**config.mk**
```make
export PLATFORM = sky130hd
export DESIGN_NAME = matrix_row_loader
export DESIGN_NICKNAME = d
export VERILOG_FILES = /design/src/rtl/matrix_pkg.sv /design/src/rtl/mat_bank.sv /design/src/rtl/matrix_row_loader.sv
export SDC_FILE = /design/constraint.sdc
export NUM_CORES = 1
export LEC_CHECK = 0
export CORE_MARGIN = 8
export CORE_UTILIZATION = 45
export CTS_BUF_LIST = sky130_fd_sc_hd__clkbuf_16
export DETAILED_ROUTE_END_ITERATION = 8
export GPL_TIMING_DRIVEN = 1
export MAX_ROUTING_LAYER = met4
export PLACE_DENSITY = 0.68
export REMOVE_ABC_BUFFERS = 1
export SETUP_SLACK_MARGIN = 0.05
export SLEW_MARGIN = 20
export SYNTH_ARGS = -nofsm -noshare
export SYNTH_HDL_FRONTEND = slang
export SYNTH_SLANG_ARGS = --single-unit
```
**constraint.sdc**
```tcl
create_clock -name clk -period 14.3 [get_ports clk]
set_clock_uncertainty 0.05 [all_clocks]
set_input_delay 4.29 -clock clk [delete_from_list [all_inputs] [get_ports clk]]
set_output_delay 4.29 -clock clk [all_outputs]
set_load 0.02 [all_outputs]
```
**src/rtl/matrix_pkg.sv**
```systemverilog
// Shared types and sizing for the matrix transpose switch (row loader and transpose stage).
// Element, row and matrix typedefs are packed so whole rows/matrices move as single vectors.
package matrix_pkg;

    localparam int DATA_W    = 8;
    localparam int ROWS      = 4;
    localparam int COLS      = 4;
    localparam int ROW_IDX_W = (ROWS > 1) ? $clog2(ROWS) : 1;

    typedef logic [DATA_W-1:0] elem_t;
    typedef elem_t [COLS-1:0]  row_t;
    typedef row_t  [ROWS-1:0]  matrix_t;

    typedef enum logic {
        BANK0 = 1'b0,
        BANK1 = 1'b1
    } bank_e;

endpackage

```
**src/rtl/mat_bank.sv**
```systemverilog
// One ROWS x COLS register bank of the ping-pong buffer.
// The ctrl bit is captured together with row 0 so it travels with the matrix.
module mat_bank
    import matrix_pkg::*;
(
    input  logic                 clk,
    input  logic                 rst,
    input  logic                 wr_en_i,
    input  logic [ROW_IDX_W-1:0] wr_row_i,
    input  row_t                 row_data_i,
    input  logic                 ctrl_i,
    output matrix_t              data_o,
    output logic                 ctrl_o
);

    matrix_t data_q;
    logic    ctrl_q;

    // Contents are cleared on reset so the read side shows zeros until a matrix lands.
    always_ff @(posedge clk or posedge rst) begin
        if (rst) begin
            data_q <= '0;
            ctrl_q <= 1'b0;
        end else if (wr_en_i) begin
            data_q[wr_row_i] <= row_data_i;
            if (wr_row_i == '0) begin
                ctrl_q <= ctrl_i;
            end
        end
    end

    assign data_o = data_q;
    assign ctrl_o = ctrl_q;

endmodule

```
**src/rtl/matrix_row_loader.sv**
```systemverilog
// Assembles row-serial input into complete matrices using a two-bank ping-pong buffer,
// so one matrix can fill while the other waits for the transpose stage.
module matrix_row_loader
    import matrix_pkg::*;
(
    input  logic                 clk,
    input  logic                 rst,
    input  row_t                 row_in,
    input  logic                 row_val,
    output logic                 row_rdy,
    input  logic                 ctrl_in,
    input  logic                 clr,
    output matrix_t              matrix_out,
    output logic                 ctrl_out,
    output logic                 mat_val,
    input  logic                 mat_rdy,
    output logic [ROW_IDX_W-1:0] row_idx
);

    logic                 init_q;
    bank_e                wr_bank_q, wr_bank_d;
    bank_e                rd_bank_q, rd_bank_d;
    logic [1:0]           full_q, full_d;
    logic [ROW_IDX_W-1:0] row_cnt_q, row_cnt_d;

    logic    row_accept;
    logic    last_row;
    logic    mat_accept;
    logic    bank_wr_en [2];
    matrix_t bank_data  [2];
    logic    bank_ctrl  [2];

    // init_q holds row_rdy low until the first edge after reset is released.
    always_ff @(posedge clk or posedge rst) begin
        if (rst) begin
            init_q    <= 1'b0;
            wr_bank_q <= BANK0;
            rd_bank_q <= BANK0;
            full_q    <= 2'b00;
            row_cnt_q <= '0;
        end else begin
            init_q    <= 1'b1;
            wr_bank_q <= wr_bank_d;
            rd_bank_q <= rd_bank_d;
            full_q    <= full_d;
            row_cnt_q <= row_cnt_d;
        end
    end

    always_comb begin
        row_accept = row_val && row_rdy && !clr;
        last_row   = row_accept && (row_cnt_q == ROW_IDX_W'(ROWS - 1));
        mat_accept = mat_val && mat_rdy;

        full_d    = full_q;
        wr_bank_d = wr_bank_q;
        rd_bank_d = rd_bank_q;
        row_cnt_d = row_cnt_q;

        if (clr || last_row) begin
            row_cnt_d = '0;
        end else if (row_accept) begin
            row_cnt_d = row_cnt_q + 1'b1;
        end

        // A drain and a fill can coincide; they always target different banks.
        if (mat_accept) begin
            full_d[rd_bank_q] = 1'b0;
            rd_bank_d         = (rd_bank_q == BANK0) ? BANK1 : BANK0;
        end
        if (last_row) begin
            full_d[wr_bank_q] = 1'b1;
            wr_bank_d         = (wr_bank_q == BANK0) ? BANK1 : BANK0;
        end

        bank_wr_en[0] = row_accept && (wr_bank_q == BANK0);
        bank_wr_en[1] = row_accept && (wr_bank_q == BANK1);
    end

    mat_bank u_bank0 (
        .clk        (clk),
        .rst        (rst),
        .wr_en_i    (bank_wr_en[0]),
        .wr_row_i   (row_cnt_q),
        .row_data_i (row_in),
        .ctrl_i     (ctrl_in),
        .data_o     (bank_data[0]),
        .ctrl_o     (bank_ctrl[0])
    );

    mat_bank u_bank1 (
        .clk        (clk),
        .rst        (rst),
        .wr_en_i    (bank_wr_en[1]),
        .wr_row_i   (row_cnt_q),
        .row_data_i (row_in),
        .ctrl_i     (ctrl_in),
        .data_o     (bank_data[1]),
        .ctrl_o     (bank_ctrl[1])
    );

    assign row_rdy    = init_q && !full_q[wr_bank_q];
    assign mat_val    = full_q[rd_bank_q];
    assign matrix_out = bank_data[rd_bank_q];
    assign ctrl_out   = bank_ctrl[rd_bank_q];
    assign row_idx    = row_cnt_q;

endmodule
```
==> metrics <==
Synth cell types 30; Period minus WS final 7.84 ns; H-Tree Depth 1; area leader, netlist dfrtp_1; worst slack, placed 6.99 ns; Setup crit start kind flop; Rows 59; register area share after synthesis 55.7%; kind of critical path reg -> out; Routed Antenna Nets 0; final setup fails 0; final setup margin 6.46 ns; synthesized cell area 0.0119 mm2; Root Buffer clkbuf_16; Setup TNS 0 ns; port bufs 170; CTS clock-pin slew for the worst setup and hold paths 0.06 ns; Critical Path AT 3.50 ns; worst-margin pin slew 1.11 ns; Post-Synthesis Cells 736; initial antenna violation count 0; worst IR drop on VDD 0.000105 V; fin nets 938; Die Area 0.0319 mm2; Worst-Skew Late Latency 0.53 ns; synthesis-to-layout area growth 23.7%; final hold vios 0; Yosys Warn Count 0; Detail Placement HPWL 16000 um; layout cells sized above 1 47.8%; Syn Area/Cell 16.2 um2; top cells by area, synth dfrtp_1 56%, mux2_2 28%, mux2_4 11%; cts repair resizes 0; DR DRC count 0; Overall Global Routing Usage 17.3%; Cell Pwr Density 144 mW/mm2; max_cap viols 0; Crit-path slowest cell dfrtp_4; Leakage 6.97 nW; Crit Path Max Fanout 80; chip height 179 um; class of the worst hold path reg -> reg; initial core utilization 45.8%; ANT cells 0; postcts setup bufs 0; Max Root-Sink Buffers 3; CP peak stage delay 0.93 ns; critical-path cell list buf_4 -> mux2_2 -> clkdlybuf4s50_1; register bit total from synthesis 265; cells on worst reg2reg path 4; DRT Wirelength 26600 um; CP endpoint kind output pin; largest net degree at the start of global routing 144; fillers 2095; Routed WL per cell 21.3 um; worst slew margin relative to its limit 25.9%; final max-slew violation count 0; Hold Buf Count CTS 0; Ports 171; Die Wd 179 um; Vias/cell 5.23; RSZ-0062 raised after global routing false; Util after Layout 56.7%; leading cell type in the layout, fill and taps excluded mux2_2; total grt overflow 0; CTS tree yes; DR iter-0 viols 411; DR pass1 iterations 4; status finished clean; vias 6541; commonest non-fill, non-tap cells in the layout 293 x mux2_2, 264 x dfrtp_1, 170 x clkdlybuf4s50_1; fin crit share 54.8%; CTS Sinks 265; Core ar. 0.0260 mm2; number of global-route vias before repair 7056; Hold Path Depth 1; first-pass GRT wire length 42300 um; R2R setup slack 11.73 ns; GP Congestion 0.717; post-synth top area share 55.7%; Peak Freq 128 MHz; critical path data required time 9.96 ns; Power, Total 2.12 mW; Num CTS Buffers 28
-- cell usage after synthesis (all sizes together) --
cell and count:
nor2b 2, buf 34, dfrtp 265, and3 6
a21oi 1, a31o 1, nor2 3, mux2 387
a31oi 2, nand2 3, nand4b 1, and3b 1
a211o 1, nand3 2, mux2i 1, ha 4
and2 1, o21ai 2, a21o 1, inv 4
conb 1, a211oi 1, clkbuf 12
-- metal layers --
layer / up-vias / track usage [%] / wire (um)
li1: 2970 / - / -
met1: 3394 / 24.9 / 13000
met2: 136 / 25.6 / 12000
met5: - / - / 0
met3: 41 / 2.75 / 1180
met4: 0 / 3.31 / 433
-- final timing paths --
path	from	endpoint
min in group asynchronous	rst	u_bank0.data_o[88]$_DFFE_PP0P_
max in group asynchronous	rst	rd_bank_q$_DFFE_PP0N_
max	rd_bank_q$_DFFE_PP0N_	matrix_out[51]
max reg2reg	init_q$_DFF_PP0_	u_bank0.data_o[23]$_DFFE_PP0P_
min reg2reg	u_bank0.data_o[91]$_DFFE_PP0P_	u_bank0.data_o[91]$_DFFE_PP0P_
min	u_bank0.data_o[91]$_DFFE_PP0P_	u_bank0.data_o[91]$_DFFE_PP0P_
-- layout make-up --
type	count	area, um2	area share [%]
flip-flops and latches	265	6640	45.1
multi-input cells	421	4940	33.6
repair buffers	176	1750	11.9
clock buffers	29	726	4.93
well taps	335	419	2.85
clock inverters	21	224	1.52
inverters	4	27.5	0.187
-- state kept, by name, indices dropped and copies added (netlist names) --
signal,cells
u_bank1.ctrl_o,1
u_bank0.ctrl_o,1
wr_bank_q,1
full_q,2
rd_bank_q,1
u_bank0.data_o,128
init_q,1
row_idx,2
u_bank1.data_o,128
-- critical path, delay by kind of cell, from the launching register on --
kind | cells | cell delay [ns]
flip-flops | 1 | 0.93
buffers and inverters | 2 | 1.49
multiplexers | 1 | 0.45
-- cells by family (layout without fill, tap and decap cells) --
logic type	Yosys count	in the layout	synth area share, %
buffers and inverters	50	230	2.83
flip-flops	265	265	55.7
AO/OA/AOI/OAI	9	9	0.505
multiplexers	388	388	39.5
AND/OR/NAND/NOR	19	19	1.02
other	1	1	0.0315
adder cells (fa/ha/maj)	4	4	0.421
-- report_power, final --
part	total [mW]	switching (mW)	internal, mW
Combinational	0.464	0.199	0.266
Sequential	0.908	0.0624	0.846
Clock	0.749	0.294	0.455
-- stage by stage --
step                instances  hold WS, ns  instance area, um2
finish                   1251        0.434               14700
global route             1251        0.446               14700
CTS                      1251        0.440               14700
detailed placement       1201        0.425               13800
global placement         1201        0.415               13800
floorplan                 690        0.402               11600
Note: power is estimated with default switching activity, not from simulation.
